<file path="src/rtl/codeword_uart_tx.sv">
// Sends a 72-bit SECDED codeword as nine back-to-back UART 8N1 bytes, byte 0 (bits 7:0) first.
// Valid pulses that arrive mid-frame are dropped and flagged on overrun.
module codeword_uart_tx #(
    parameter int unsigned CLK_HZ   = 50000000,
    parameter int unsigned BIT_RATE = 9600
) (
    input  logic        clk,
    input  logic        reset,
    input  logic [71:0] codeWord,
    input  logic        codeWordValid,
    output logic        uart_tx_pin,
    output logic        busy,
    output logic        txDone,
    output logic        overrun
);

    localparam int unsigned CLKS_PER_BIT = CLK_HZ / BIT_RATE;
    localparam int unsigned BaudW        = (CLKS_PER_BIT > 2) ? $clog2(CLKS_PER_BIT) : 1;
    localparam logic [BaudW-1:0] BaudLast = BaudW'(CLKS_PER_BIT - 1);

    if (CLKS_PER_BIT < 2) begin : g_bad_rate
        $error("codeword_uart_tx: CLK_HZ / BIT_RATE must be at least 2");
    end

    typedef enum logic [1:0] {StIdle, StStart, StData, StStop} state_e;

    state_e            state_q;
    logic [BaudW-1:0]  baud_q;
    logic [2:0]        bit_q;
    logic [3:0]        byte_q;
    logic [71:0]       hold_q;
    logic              tx_q;
    logic              busy_q;
    logic              done_q;
    logic              ovr_q;
    logic              armed_q;

    logic              bit_end;
    logic [2:0]        bit_sel;
    logic              next_bit;

    assign bit_end = (baud_q == BaudLast);

    // Bit that goes on the line at the next bit boundary: bit 0 when leaving START,
    // otherwise the following bit of the current byte.
    always_comb begin
        bit_sel  = (state_q == StStart) ? 3'd0 : (bit_q + 3'd1);
        next_bit = hold_q[{byte_q, bit_sel}];
    end

    always_ff @(posedge clk or negedge reset) begin
        if (!reset) begin
            state_q <= StIdle;
            baud_q  <= '0;
            bit_q   <= '0;
            byte_q  <= '0;
            hold_q  <= '0;
            tx_q    <= 1'b1;
            busy_q  <= 1'b0;
            done_q  <= 1'b0;
            ovr_q   <= 1'b0;
            armed_q <= 1'b0;
        end else begin
            done_q  <= 1'b0;
            ovr_q   <= 1'b0;
            // The first edge after reset release never accepts a codeword.
            armed_q <= 1'b1;
            if (codeWordValid && busy_q) begin
                ovr_q <= 1'b1;
            end
            case (state_q)
                StIdle: begin
                    if (codeWordValid && !busy_q && armed_q) begin
                        hold_q  <= codeWord;
                        byte_q  <= '0;
                        bit_q   <= '0;
                        baud_q  <= '0;
                        tx_q    <= 1'b0;
                        busy_q  <= 1'b1;
                        state_q <= StStart;
                    end
                end
                StStart: begin
                    if (bit_end) begin
                        baud_q  <= '0;
                        tx_q    <= next_bit;
                        state_q <= StData;
                    end else begin
                        baud_q <= baud_q + 1'b1;
                    end
                end
                StData: begin
                    if (bit_end) begin
                        baud_q <= '0;
                        if (bit_q == 3'd7) begin
                            tx_q    <= 1'b1;
                            state_q <= StStop;
                        end else begin
                            bit_q <= bit_q + 3'd1;
                            tx_q  <= next_bit;
                        end
                    end else begin
                        baud_q <= baud_q + 1'b1;
                    end
                end
                StStop: begin
                    if (bit_end) begin
                        baud_q <= '0;
                        if (byte_q == 4'd8) begin
                            busy_q  <= 1'b0;
                            done_q  <= 1'b1;
                            state_q <= StIdle;
                        end else begin
                            byte_q  <= byte_q + 4'd1;
                            bit_q   <= '0;
                            tx_q    <= 1'b0;
                            state_q <= StStart;
                        end
                    end else begin
                        baud_q <= baud_q + 1'b1;
                    end
                end
                default: state_q <= StIdle;
            endcase
        end
    end

    assign uart_tx_pin = tx_q;
    assign busy        = busy_q;
    assign txDone      = done_q;
    assign overrun     = ovr_q;

endmodule
</file>
<file path="config.mk">
export PLATFORM = sky130hd
export DESIGN_NAME = codeword_uart_tx
export DESIGN_NICKNAME = d
export VERILOG_FILES = /design/src/rtl/codeword_uart_tx.sv
export SDC_FILE = /design/constraint.sdc
export NUM_CORES = 1
export LEC_CHECK = 0
export CAP_MARGIN = 20
export CELL_PAD_IN_SITES_DETAIL_PLACEMENT = 0
export CELL_PAD_IN_SITES_GLOBAL_PLACEMENT = 1
export CORE_MARGIN = 2
export CORE_UTILIZATION = 46
export CTS_CLUSTER_SIZE = 40
export DETAILED_ROUTE_END_ITERATION = 12
export GPL_TIMING_DRIVEN = 0
export HOLD_SLACK_MARGIN = 0.12
export PLACE_DENSITY = 0.85
export REMOVE_ABC_BUFFERS = 1
export SYNTH_ARGS = -nofsm -noshare
export SYNTH_HDL_FRONTEND = slang
export SYNTH_SLANG_ARGS = --single-unit
</file>
<file path="constraint.sdc">
create_clock -name clk -period 6.9 [get_ports clk]
set_input_delay 1.035 -clock clk [delete_from_list [all_inputs] [get_ports clk]]
set_output_delay 1.035 -clock clk [all_outputs]
set_load 0.01 [all_outputs]
</file>
# Word-level counts from Yosys, hierarchy flattened
# Index checks and enable logic that the tools add are counted.
# totals
ff_bits	99
in_bits	75
elab_cells	80
out_inout_bits	4
# op_classes
add_sub_neg	3
n_reduce_logical	14
n_mux	38
n_eq_ne	14
order_cmp	1
# op_table
operator	count
13-bit two-way mux	2
13-bit case mux with 2 select lines	1
3-bit two-way mux	6
2-bit != test (second input constant)	8
1-bit two-way mux	15
13-bit by 1-bit adder with 13-bit output (second input constant)	1
13-bit equality test (second input constant)	1
4-bit two-way mux	3
2-bit two-way mux	5
5-bit AND reduction	2
3-bit case mux with 3 select lines	1
7-bit by 8-bit < comparator with 1-bit output (second input constant)	1
2-bit case mux with 4 select lines	1
4-bit case mux with 2 select lines	1
4-bit AND reduction	2
1-bit binary-select mux with 7-bit select	1
6-bit AND reduction	1
4-bit by 1-bit adder with 4-bit output (second input constant)	1
2-bit equality test (second input constant)	2
4-bit equality test (second input constant)	1
1-bit case mux with 4 select lines	1
3-bit by 1-bit adder with 3-bit output (second input constant)	1
3-bit equality test (second input constant)	1
1-bit logical AND	3
other kinds (8)	8

# Depth between registers and ports, before layout
# Gate-level depths: netlist of the first run.
# depth
word_depth	7
mapped_depth	10
ltp_nobuf	8

# Least setup slack after synthesis of the first run
# Ideal clock, no wire load.
# synth_path
path_type	register to register
startpoint	register bit_q[0]
endpoint	register tx_q (netlist: uart_tx_pin)
setup_ns	0.086
t_required_ns	6.814
n_path_buf	1
synth_period_minus_slack_ns	2.488
t_arrival_ns	2.402
path_stages_with_launch	10
setup_slack_ns	4.412
cell_sequence	dfrtp_1 > ha_1 > ha_1 > buf_2 > mux4_2 > mux2_2 > mux2_2 > a32oi_1 > o22a_1 > nand2_1
# synth_between
elab_chain_len	7
elab_cells_between_ends	9
classes_between	add/sub (1); eq/ne (1); mux (7)
# synth_rtl
element	line_no	rtl
from (decl)	29	logic [2:0] bit_q;
from (signal assigned)	99	bit_q <= bit_q + 3'd1;
3-bit by 1-bit adder with 3-bit output	47	bit_sel = (state_q == StStart) ? 3'd0 : (bit_q + 3'd1);
3-bit two-way mux	47	
1-bit binary-select mux with 7-bit select	48	next_bit = hold_q[{byte_q, bit_sel}];
1-bit two-way mux (implied by the code)	48	
1-bit two-way mux	95	if (bit_q == 3'd7) begin
1-bit two-way mux	93	if (bit_end) begin
1-bit case mux with 4 select lines *	71	case (state_q)
to (signal assigned)	86	tx_q <= next_bit;
to (signal assigned)	100	tx_q <= next_bit;
to (decl)	32	logic tx_q;
# Mark *: on every way between the ends. The rest lies on a longest branch, timed or not. The select of a mux whose other input is x is not followed.
# A chain may end at the register's enable or synchronous reset.

# Worst setup path after layout of the first run
# Same ends and word-level chain as after synthesis.

==> results of run 1 <==
-- metal layers --
layer  global-route usage (%)  share of wire [%]
met1                     25.3                 46
met2                     32.1                 49
met3                     3.65                3.9
met4                     5.13                1.3
met5                        0                  0
-- worst max-delay path: stages, from the launching register on --
cell	delay, ns
dfrtp_2	0.73
ha_1	0.37
ha_1	0.81
nor2b_1	0.48
a221oi_1	0.16
a2111oi_0	0.43
a211oi_1	0.12
o311ai_1	0.31
nand2_1	0.08
-- kinds of logic after synthesis --
| group | Yosys count | synth area share [%] |
|---|---|---|
| DFF | 99 | 49.2 |
| muxes | 97 | 22.4 |
| other | 1 | 0.0744 |
| buffers and inverters | 41 | 3.23 |
| adders and majority gates | 10 | 2.48 |
| AOI/OAI and AO/OA | 71 | 9.46 |
| and+or+nand+nor | 106 | 11.6 |
| xor gates and xnor gates | 9 | 1.56 |
-- final cells by class --
class                      count  area, µm²
inverter                      17       63.8
timing repair buffer          80        831
clock buffer                  13        159
clock inverter                 2       35.0
tap                          140        175
fill                         943       4600
multi-input combinational    294       2400
sequential                    99       2480
-- cells in the final DEF (no fill, tap or decap), types with 3 or more instances in the layout --
cell type        netlist  final
o21ai_0               16     16
xor2_1                 6      6
a221oi_1               4      4
nor2b_1                6      6
nand2_1               26     25
mux2_2                74     74
nor3_1                14     14
dfrtp_1               98     97
mux4_2                 5      5
a22oi_1                3      3
or2_2                  3      3
ha_1                  10     10
clkbuf_8               0     11
mux2i_1               18     18
nor2_1                21     21
o21ai_1                3      3
o32ai_1                3      3
clkdlybuf4s50_1        0     77
inv_1                 17     17
nand3_1               10     10
o311ai_1               3      3
nand2b_1               3      3
a21oi_1               16     16
nand4_1                4      4
xnor2_1                3      3
-- through the flow --
| step | std cells | instance area [µm²] |
|---|---|---|
| floorplan | 410 | 4940 |
| global placement | 628 | 5890 |
| detailed placement | 629 | 5930 |
| CTS | 644 | 6120 |
| global route | 645 | 6150 |
| finish | 645 | 6150 |
-- registers in the layout (all words and copies together), names as in the netlist --
| name | cells |
|---|---|
| txDone | 1 |
| state_q | 2 |
| bit_q | 3 |
| byte_q | 4 |
| armed_q | 1 |
| baud_q | 13 |
| busy | 1 |
| uart_tx_pin | 1 |
| hold_q | 72 |
| overrun | 1 |
-- power breakdown --
part	leakage (nW)	switching (W)	internal, W
combinational	1.42	0.0000181	0.0000387
sequential	1.33	0.000000114	0.000580
clock	0.0995	0.000190	0.000186
-- path summary, 6_finish.rpt --
kind / startpoint / to / slack (ns) / depth (start not counted)
setup / recovery: bit_q[0]$_DFFE_PN0P_ / uart_tx_pin$_DFFE_PN1P_ / 3.34 / 8
hold / removal: hold_q[14]$_DFFE_PN0P_ / hold_q[14]$_DFFE_PN0P_ / 0.51 / 1
setup reg to reg: bit_q[0]$_DFFE_PN0P_ / uart_tx_pin$_DFFE_PN1P_ / 3.34 / 8
hold reg to reg: hold_q[14]$_DFFE_PN0P_ / hold_q[14]$_DFFE_PN0P_ / 0.51 / 1
max in group asynchronous: reset / uart_tx_pin$_DFFE_PN1P_ / 5.57 / 2
min in group asynchronous: reset / baud_q[7]$_DFFE_PN0N_ / 0.61 / 1
==> flow_summary.toml, run 1 <==
[placement]
post-place-ws_ns = 3.27
port_buffers = 78
gp_congestion = 0.844
hpwl_mm = 7.20

[clock_network]
cts_tree = "yes"
cts-root-buf = "clkbuf_8"
ctsHoldBuffers = 0
cts_resized = 0
ctsHtreeMaxLevel = 3
post-cts-setup-buffers = 0
cts_made_buffers = 9
clkLatencyLatePin_ns = 0.36
cts_buffer_depth = 2
cts.sinks = 99
clk_pin_slew_worst_paths_ns = 0.09

[floorplanning]
top_level_ports = 79
rows = 38
die_h_um = 109
die-area_um2 = 11800
design.core.area_um2 = 10700
start_util_pct = 46.9
fp.dieW_um = 109

[power_and_ir_drop]
powerDensity_nw_per_um2 = 165
p_total_w = 0.00101
p_leak_nw = 2.84
ir_worst_vdd_mv = 0.0926

[logic_synthesis]
yosysWarnings = 0
avgSynthCellArea_um2 = 11.6
synthFlopType = "dfrtp_1"
ys_ff_latch = 99
yosys.area.top_type_share_pct = 48.7
synth_edf_count = 0
synth_cells = 434
yosys-top-cells-count = "98 x dfrtp_1, 74 x mux2_2, 26 x nand2_1"
seq_area_frac_synth_pct = 49.2
synth_most_common_cell = "dfrtp_1"
synthArstFlopShare_pct = 100
synth_top_area_cell = "dfrtp_1"
syn_area_um2 = 5040
synth_cell_type_count = 59
synth.area.top_cells = "dfrtp_1 49%, mux2_2 17%, mux2i_1 3.6%, ha_1 2.5%, mux4_2 2.2%"

[setup_path]
worstPathRequired_ns = 7.19
end_kind = "flop"
cp_max_fo = 41
critical_path_class = "flop to flop"
start_kind = "flop"
cp_data_arrival_time_ns = 3.85

[detailed_routing]
drt-total-wl_mm = 10.5
drt-initial-drc-count = 208
wire_per_inst_um = 16.2
drc = 0
postRouteAntennaNets = 0
viasPerCell = 5.52
vias = 3562
first_pass_iters = 4

[worst_hold_path]
hold_path_class = "flop to flop"

[timing]
tightest_slew_ns = 0.955
setup_violations = 0
rsz0062_at_grt = "false"
fin_skew_ns = 0.0113
fin_ws_ns = 3.34
holdWs_ns = 0.510
hold_violations = 0
period_share_pct = 51.6
slew_headroom_pct = 36.4
fin_crit_ns = 3.56
fin_setup_tns_ns = 0
fmax_ghz = 0.281
drv_slew = 0

[grt]
grt_overflow = 0
grt_max_degree = 74
antenna_found_initial = 0
grtUsageTotal_pct = 19.1
grt_pass1_vias = 3644
grt_first_pass_wirelength_mm = 17.6

[layout]
final_util_pct = 57.2
diodes = 0
drive_gt1_share_pct = 21.4
fin_nets = 586
syn2layout_area_growth_pct = 22.0

[flow_run]
maxCapViolCount = 0

[outcome]
status = "complete, no violations"
Power figures use the tool's default switching activity.
==> inputs of run 2 (changes only) <==
--- a/config.mk
+++ b/config.mk
@@ -9,12 +9,12 @@
 export CELL_PAD_IN_SITES_DETAIL_PLACEMENT = 0
 export CELL_PAD_IN_SITES_GLOBAL_PLACEMENT = 1
 export CORE_MARGIN = 2
-export CORE_UTILIZATION = 46
+export CORE_UTILIZATION = 39
 export CTS_CLUSTER_SIZE = 40
 export DETAILED_ROUTE_END_ITERATION = 12
 export GPL_TIMING_DRIVEN = 0
 export HOLD_SLACK_MARGIN = 0.12
-export PLACE_DENSITY = 0.85
+export PLACE_DENSITY = 0.77
 export REMOVE_ABC_BUFFERS = 1
 export SYNTH_ARGS = -nofsm -noshare
 export SYNTH_HDL_FRONTEND = slang
==> constraint.sdc (replaced) <==
create_clock -name clk -period 3.05 [get_ports clk]
set_input_delay 0.4575 -clock clk [delete_from_list [all_inputs] [get_ports clk]]
set_output_delay 0.4575 -clock clk [all_outputs]
set_load 0.01 [all_outputs]
==> flow_summary.toml, run 2 (same netlist as run 1, synthesis figures left out) <==
[clock_network]
ctsHtreeMaxLevel = 3
clk_pin_slew_worst_paths_ns = 0.07
cts.sinks = 99
cts_buffer_depth = 2
cts_tree = "yes"
cts_made_buffers = 9
cts-root-buf = "clkbuf_16"
clkLatencyLatePin_ns = 0.35

[timing]
slew_headroom_pct = 35.1
rsz0062_at_grt = "false"
fmax_ghz = 0.344
period_share_pct = 95.3
fin_crit_ns = 2.91
fin_skew_ns = 0.00962
setup_violations = 0
tightest_slew_ns = 0.973
holdWs_ns = 0.505
fin_setup_tns_ns = 0
drv_slew = 0
fin_ws_ns = 0.142
hold_violations = 0

[grt]
grtUsageTotal_pct = 16.8
grt_max_degree = 74
grt_first_pass_wirelength_mm = 18.7
grt_pass1_vias = 3755
antenna_found_initial = 0
grt_overflow = 0

[layout]
fin_nets = 590
syn2layout_area_growth_pct = 26.0
multi_input_area_um2 = 2420
reg_top3 = "hold_q: 72 flops, baud_q: 13 flops, byte_q: 4 flops"
largest_reg_flops = 72
layout_common_cells = "97 x dfrtp_1, 77 x clkdlybuf4s50_1, 74 x mux2_2"
regMostFlops = "hold_q"
n_fill_cell = 1173
layout_commonest_cell = "dfrtp_1"
ff_latch_area_um2 = 2480
drive_gt1_share_pct = 22.9
diodes = 0

[placement]
hpwl_mm = 7.59
gp_congestion = 0.825
post-place-ws_ns = -0.408
port_buffers = 78

[flow_run]
maxCapViolCount = 0

[setup_path]
critPathMaxStageDelay_ns = 0.59
path_cells = "buf_12, ha_2, ha_4, mux4_2, mux2_2, mux2_2, a32oi_1, o22a_1, nand2_1"
critPathMostFrequentCell = "mux2_2"
r2r_cells = 9
ff2ff_setup_slack_ns = 0.14
cp_max_fo = 26
critPathBufInv = 1
reg2reg_to = "uart_tx_pin$_DFFE_PN1P_"
rr_startpoint = "bit_q[0]$_DFFE_PN0P_"
start_kind = "flop"
slowest_stage = "dfrtp_4"
cp_top_family = "multiplexers"
worstPathRequired_ns = 3.33
end_kind = "flop"
critical_path_class = "flop to flop"
cp_data_arrival_time_ns = 3.19

[power_and_ir_drop]
p_leak_nw = 2.91
power.internal_w = 0.00199
swShare_pct = 22.1
comb_power_share_pct = 5.1
clockPowerShare_pct = 43.5
seq_power_share_pct = 51.4
powerDensity_nw_per_um2 = 402
ir_worst_vdd_mv = 0.309
power_switching_w = 0.000565
p_total_w = 0.00255

[outcome]
status = "complete, no violations"

[worst_hold_path]
worstHoldStart = "hold_q[27]$_DFFE_PN0P_"
holdPathStages = 1
hold_path_class = "flop to flop"
min_to = "hold_q[27]$_DFFE_PN0P_"

[floorplanning]
die_h_um = 118
start_util_pct = 39.9
rows = 41
die-area_um2 = 13800
fp.dieW_um = 118
top_level_ports = 79
design.core.area_um2 = 12600

[detailed_routing]
drt-total-wl_mm = 10.9
viasPerCell = 5.24
postRouteAntennaNets = 0
vias = 3573
drt-initial-drc-count = 139
first_pass_iters = 4
drc = 0
wire_per_inst_um = 16.0
==> run 2: changes by cell type in the layout (fill, tap and decap cells not counted), moves of 2 or more <==
cell and change:
inv_6 +3, clkbuf_16 +8, buf_4 +2, ha_1 -2, nor2b_1 -2, clkbuf_8 -10, nor2b_2 +2
==> run 2: power groups by stage <==
| stage | Sequential [W] | Clock (W) | Combinational (W) |
|---|---|---|---|
| 2_1_floorplan | 0.00134 | 0 | 0.00000160 |
| 3_3_place_gp | 0.00134 | 0 | 0.000127 |
| 3_5_place_dp | 0.00134 | 0 | 0.000132 |
| 4_1_cts | 0.00131 | 0.00115 | 0.000133 |
| 5_1_grt | 0.00131 | 0.00120 | 0.000142 |
| 6_report | 0.00131 | 0.00111 | 0.000130 |
==> run 2: worst max-delay path by stage <==
stage          cells after the start                   start  slack (ns)                 endpoint
2_1_floorplan                      8    bit_q[0]$_DFFE_PN0P_       -0.28  uart_tx_pin$_DFFE_PN1P_
3_3_place_gp                       1                   reset       -2.26   hold_q[27]$_DFFE_PN0P_
3_5_place_dp                       9    bit_q[0]$_DFFE_PN0P_       -0.41  uart_tx_pin$_DFFE_PN1P_
4_1_cts                            8  state_q[1]$_DFFE_PN0P_        0.01  uart_tx_pin$_DFFE_PN1P_
5_1_grt                            9    bit_q[0]$_DFFE_PN0P_        0.05  uart_tx_pin$_DFFE_PN1P_
6_report                           9    bit_q[0]$_DFFE_PN0P_        0.14  uart_tx_pin$_DFFE_PN1P_
==> run 2: per-stage QoR <==
stage               utilization (%)  area, µm²  std cells
floorplan                         -       4940        410
detailed placement             47.5       5990        662
global placement               47.0       5930        660
CTS                            49.9       6300        679
finish                         50.3       6350        682
global route                   50.3       6350        682
==> run 2: timing repair <==
item | in CTS | in global routing
buffers inserted | 0 | 2
endpoints found under the hold margin | 33 | 0
pin swaps | 0 | 1
gates resized for setup | 4 | 2
setup endpoints to repair | 1 | 1
hold buffers | 1 | 0
==> run 2: cell type report <==
type                       instances  share of cell area (%)
clock buffer                      11                    3.82
timing repair buffer              84                    13.8
tap                              172                    3.39
sequential                        99                    39.1
clock inverter                     5                   0.670
inverter                          17                    1.01
multi-input combinational        294                    38.2
==> run 2: per-layer routing <==
metal	GRT usage, %	share of wire [%]	up-vias
li1	-	-	1724
met1	21.5	44	1754
met2	27.7	49	82
met3	4.94	4.8	13
met4	4.89	1.7	0
met5	0	0	-
==> inputs of run 3 (changes only) <==
--- a/config.mk
+++ b/config.mk
@@ -9,12 +9,12 @@
 export CELL_PAD_IN_SITES_DETAIL_PLACEMENT = 0
 export CELL_PAD_IN_SITES_GLOBAL_PLACEMENT = 1
 export CORE_MARGIN = 2
-export CORE_UTILIZATION = 39
+export CORE_UTILIZATION = 43
 export CTS_CLUSTER_SIZE = 40
 export DETAILED_ROUTE_END_ITERATION = 12
 export GPL_TIMING_DRIVEN = 0
 export HOLD_SLACK_MARGIN = 0.12
-export PLACE_DENSITY = 0.77
+export PLACE_DENSITY = 0.8
 export REMOVE_ABC_BUFFERS = 1
 export SYNTH_ARGS = -nofsm -noshare
 export SYNTH_HDL_FRONTEND = slang
==> constraint.sdc (replaced) <==
create_clock -name clk -period 2.7 [get_ports clk]
set_input_delay 0.405 -clock clk [delete_from_list [all_inputs] [get_ports clk]]
set_output_delay 0.405 -clock clk [all_outputs]
set_load 0.01 [all_outputs]
==> flow_summary.toml, run 3 (same netlist as run 1, synthesis figures left out) <==
[outcome]
status = "complete, no violations"

[layout]
syn2layout_area_growth_pct = 26.5
regMostFlops = "hold_q"
layout_common_cells = "97 x dfrtp_1, 77 x clkdlybuf4s50_1, 74 x mux2_2"
multi_input_area_um2 = 2450
ff_latch_area_um2 = 2480
drive_gt1_share_pct = 23.7
fin_nets = 594
diodes = 0
n_fill_cell = 1012
largest_reg_flops = 72
layout_commonest_cell = "dfrtp_1"
reg_top3 = "hold_q: 72 flops, baud_q: 13 flops, byte_q: 4 flops"

[clock_network]
cts_tree = "yes"
cts.sinks = 99
ctsHtreeMaxLevel = 3
cts_buffer_depth = 2
cts_made_buffers = 9
clkLatencyLatePin_ns = 0.35
cts-root-buf = "clkbuf_16"
clk_pin_slew_worst_paths_ns = 0.07

[power_and_ir_drop]
ir_worst_vdd_mv = 0.439
p_leak_nw = 2.94
powerDensity_nw_per_um2 = 467
p_total_w = 0.00297

[timing]
hold_violations = 0
fin_skew_ns = 0.00798
period_share_pct = 94.0
fin_ws_ns = 0.162
fin_setup_tns_ns = 0
fmax_ghz = 0.394
drv_slew = 0
tightest_slew_ns = 0.967
fin_crit_ns = 2.54
rsz0062_at_grt = "false"
setup_violations = 0
slew_headroom_pct = 35.5

[detailed_routing]
first_pass_iters = 4
wire_per_inst_um = 17.0
vias = 3653
viasPerCell = 5.56
drc = 0
postRouteAntennaNets = 0
drt-total-wl_mm = 11.2
drt-initial-drc-count = 196

[placement]
post-place-ws_ns = -0.926
port_buffers = 78
hpwl_mm = 7.31
gp_congestion = 0.825

[floorplanning]
fp.dieW_um = 112
rows = 39
start_util_pct = 44.1
die_h_um = 112
top_level_ports = 79
die-area_um2 = 12600
design.core.area_um2 = 11400

[setup_path]
worstPathRequired_ns = 2.98
cp_data_arrival_time_ns = 2.82
start_kind = "flop"
end_kind = "flop"
cp_max_fo = 6
critical_path_class = "flop to flop"

[grt]
grt_overflow = 0
grtUsageMet3_pct = 5.51
top_usage_layer = "met2"
grtUsageMet1_pct = 23.6
grt_pass1_vias = 3663
antenna_found_initial = 0
use_met2_pct = 30.2
grt_max_degree = 74
grtUsageTotal_pct = 18.4
grt_first_pass_wirelength_mm = 18.4

[flow_run]
maxCapViolCount = 0

[worst_hold_path]
hold_path_class = "flop to flop"
run 3: layer usage:
metal	up-vias	part of all wire, %
met5	-	0
met4	0	1.9
met3	21	4.7
met2	90	49
met1	1814	45
li1	1728	-
run 3: path summary, 6_finish.rpt:
| path | start | endpoint | slack, ns | depth (start not counted) |
|---|---|---|---|---|
| worst max-delay path | bit_q[0]$_DFFE_PN0P_ | uart_tx_pin$_DFFE_PN1P_ | 0.16 | 8 |
| worst min-delay path | hold_q[29]$_DFFE_PN0P_ | hold_q[29]$_DFFE_PN0P_ | 0.50 | 1 |
| worst max register to register | bit_q[0]$_DFFE_PN0P_ | uart_tx_pin$_DFFE_PN1P_ | 0.16 | 8 |
| worst min register to register | hold_q[29]$_DFFE_PN0P_ | hold_q[29]$_DFFE_PN0P_ | 0.50 | 1 |
| max in group asynchronous | reset | uart_tx_pin$_DFFE_PN1P_ | 1.48 | 3 |
| min in group asynchronous | reset | hold_q[71]$_DFFE_PN0P_ | 0.52 | 2 |
run 3: per-stage QoR:
step | util, % | hold slack [ns] | instance area (µm²) | instances
floorplan | - | 0.109 | 4940 | 410
global placement | 51.7 | 0.481 | 5900 | 631
detailed placement | 52.0 | 0.371 | 5930 | 632
CTS | 55.4 | 0.508 | 6330 | 654
global route | 55.8 | 0.515 | 6370 | 657
finish | 55.8 | 0.505 | 6370 | 657
run 3: timing repair:
action | in CTS | in global routing
endpoints found under the hold margin | 28 | 0
pin swaps | 1 | 0
setup buffers | 5 | 3
hold buffers | 1 | 0
gates cloned | 0 | 0
resized for setup | 7 | 3
endpoints found under the setup margin | 1 | 1
run 3: where the power goes:
part           leakage (nW)  switching [W]  internal [W]
sequential             1.33    0.000000265       0.00148
clock                 0.150       0.000604      0.000739
combinational          1.46      0.0000464     0.0000998
total                  2.94       0.000651       0.00232
run 3: worst max-delay path, cell delays in order, from the launching register on:
cell	delay, ns
dfrtp_4	0.52
ha_4	0.18
ha_4	0.30
mux4_2	0.51
mux2_2	0.27
mux2_2	0.27
a32oi_1	0.20
o22a_1	0.17
nand2_1	0.05
run 3: area by class of cell:
| cell class | instances | area share (%) |
|---|---|---|
| Clock inverter | 6 | 1.20 |
| Multi-Input combinational cell | 294 | 38.5 |
| Clock buffer | 10 | 3.59 |
| Timing Repair Buffer | 88 | 13.9 |
| Tap cell | 143 | 2.81 |
| Inverter | 17 | 1.00 |
| Sequential cell | 99 | 39.0 |
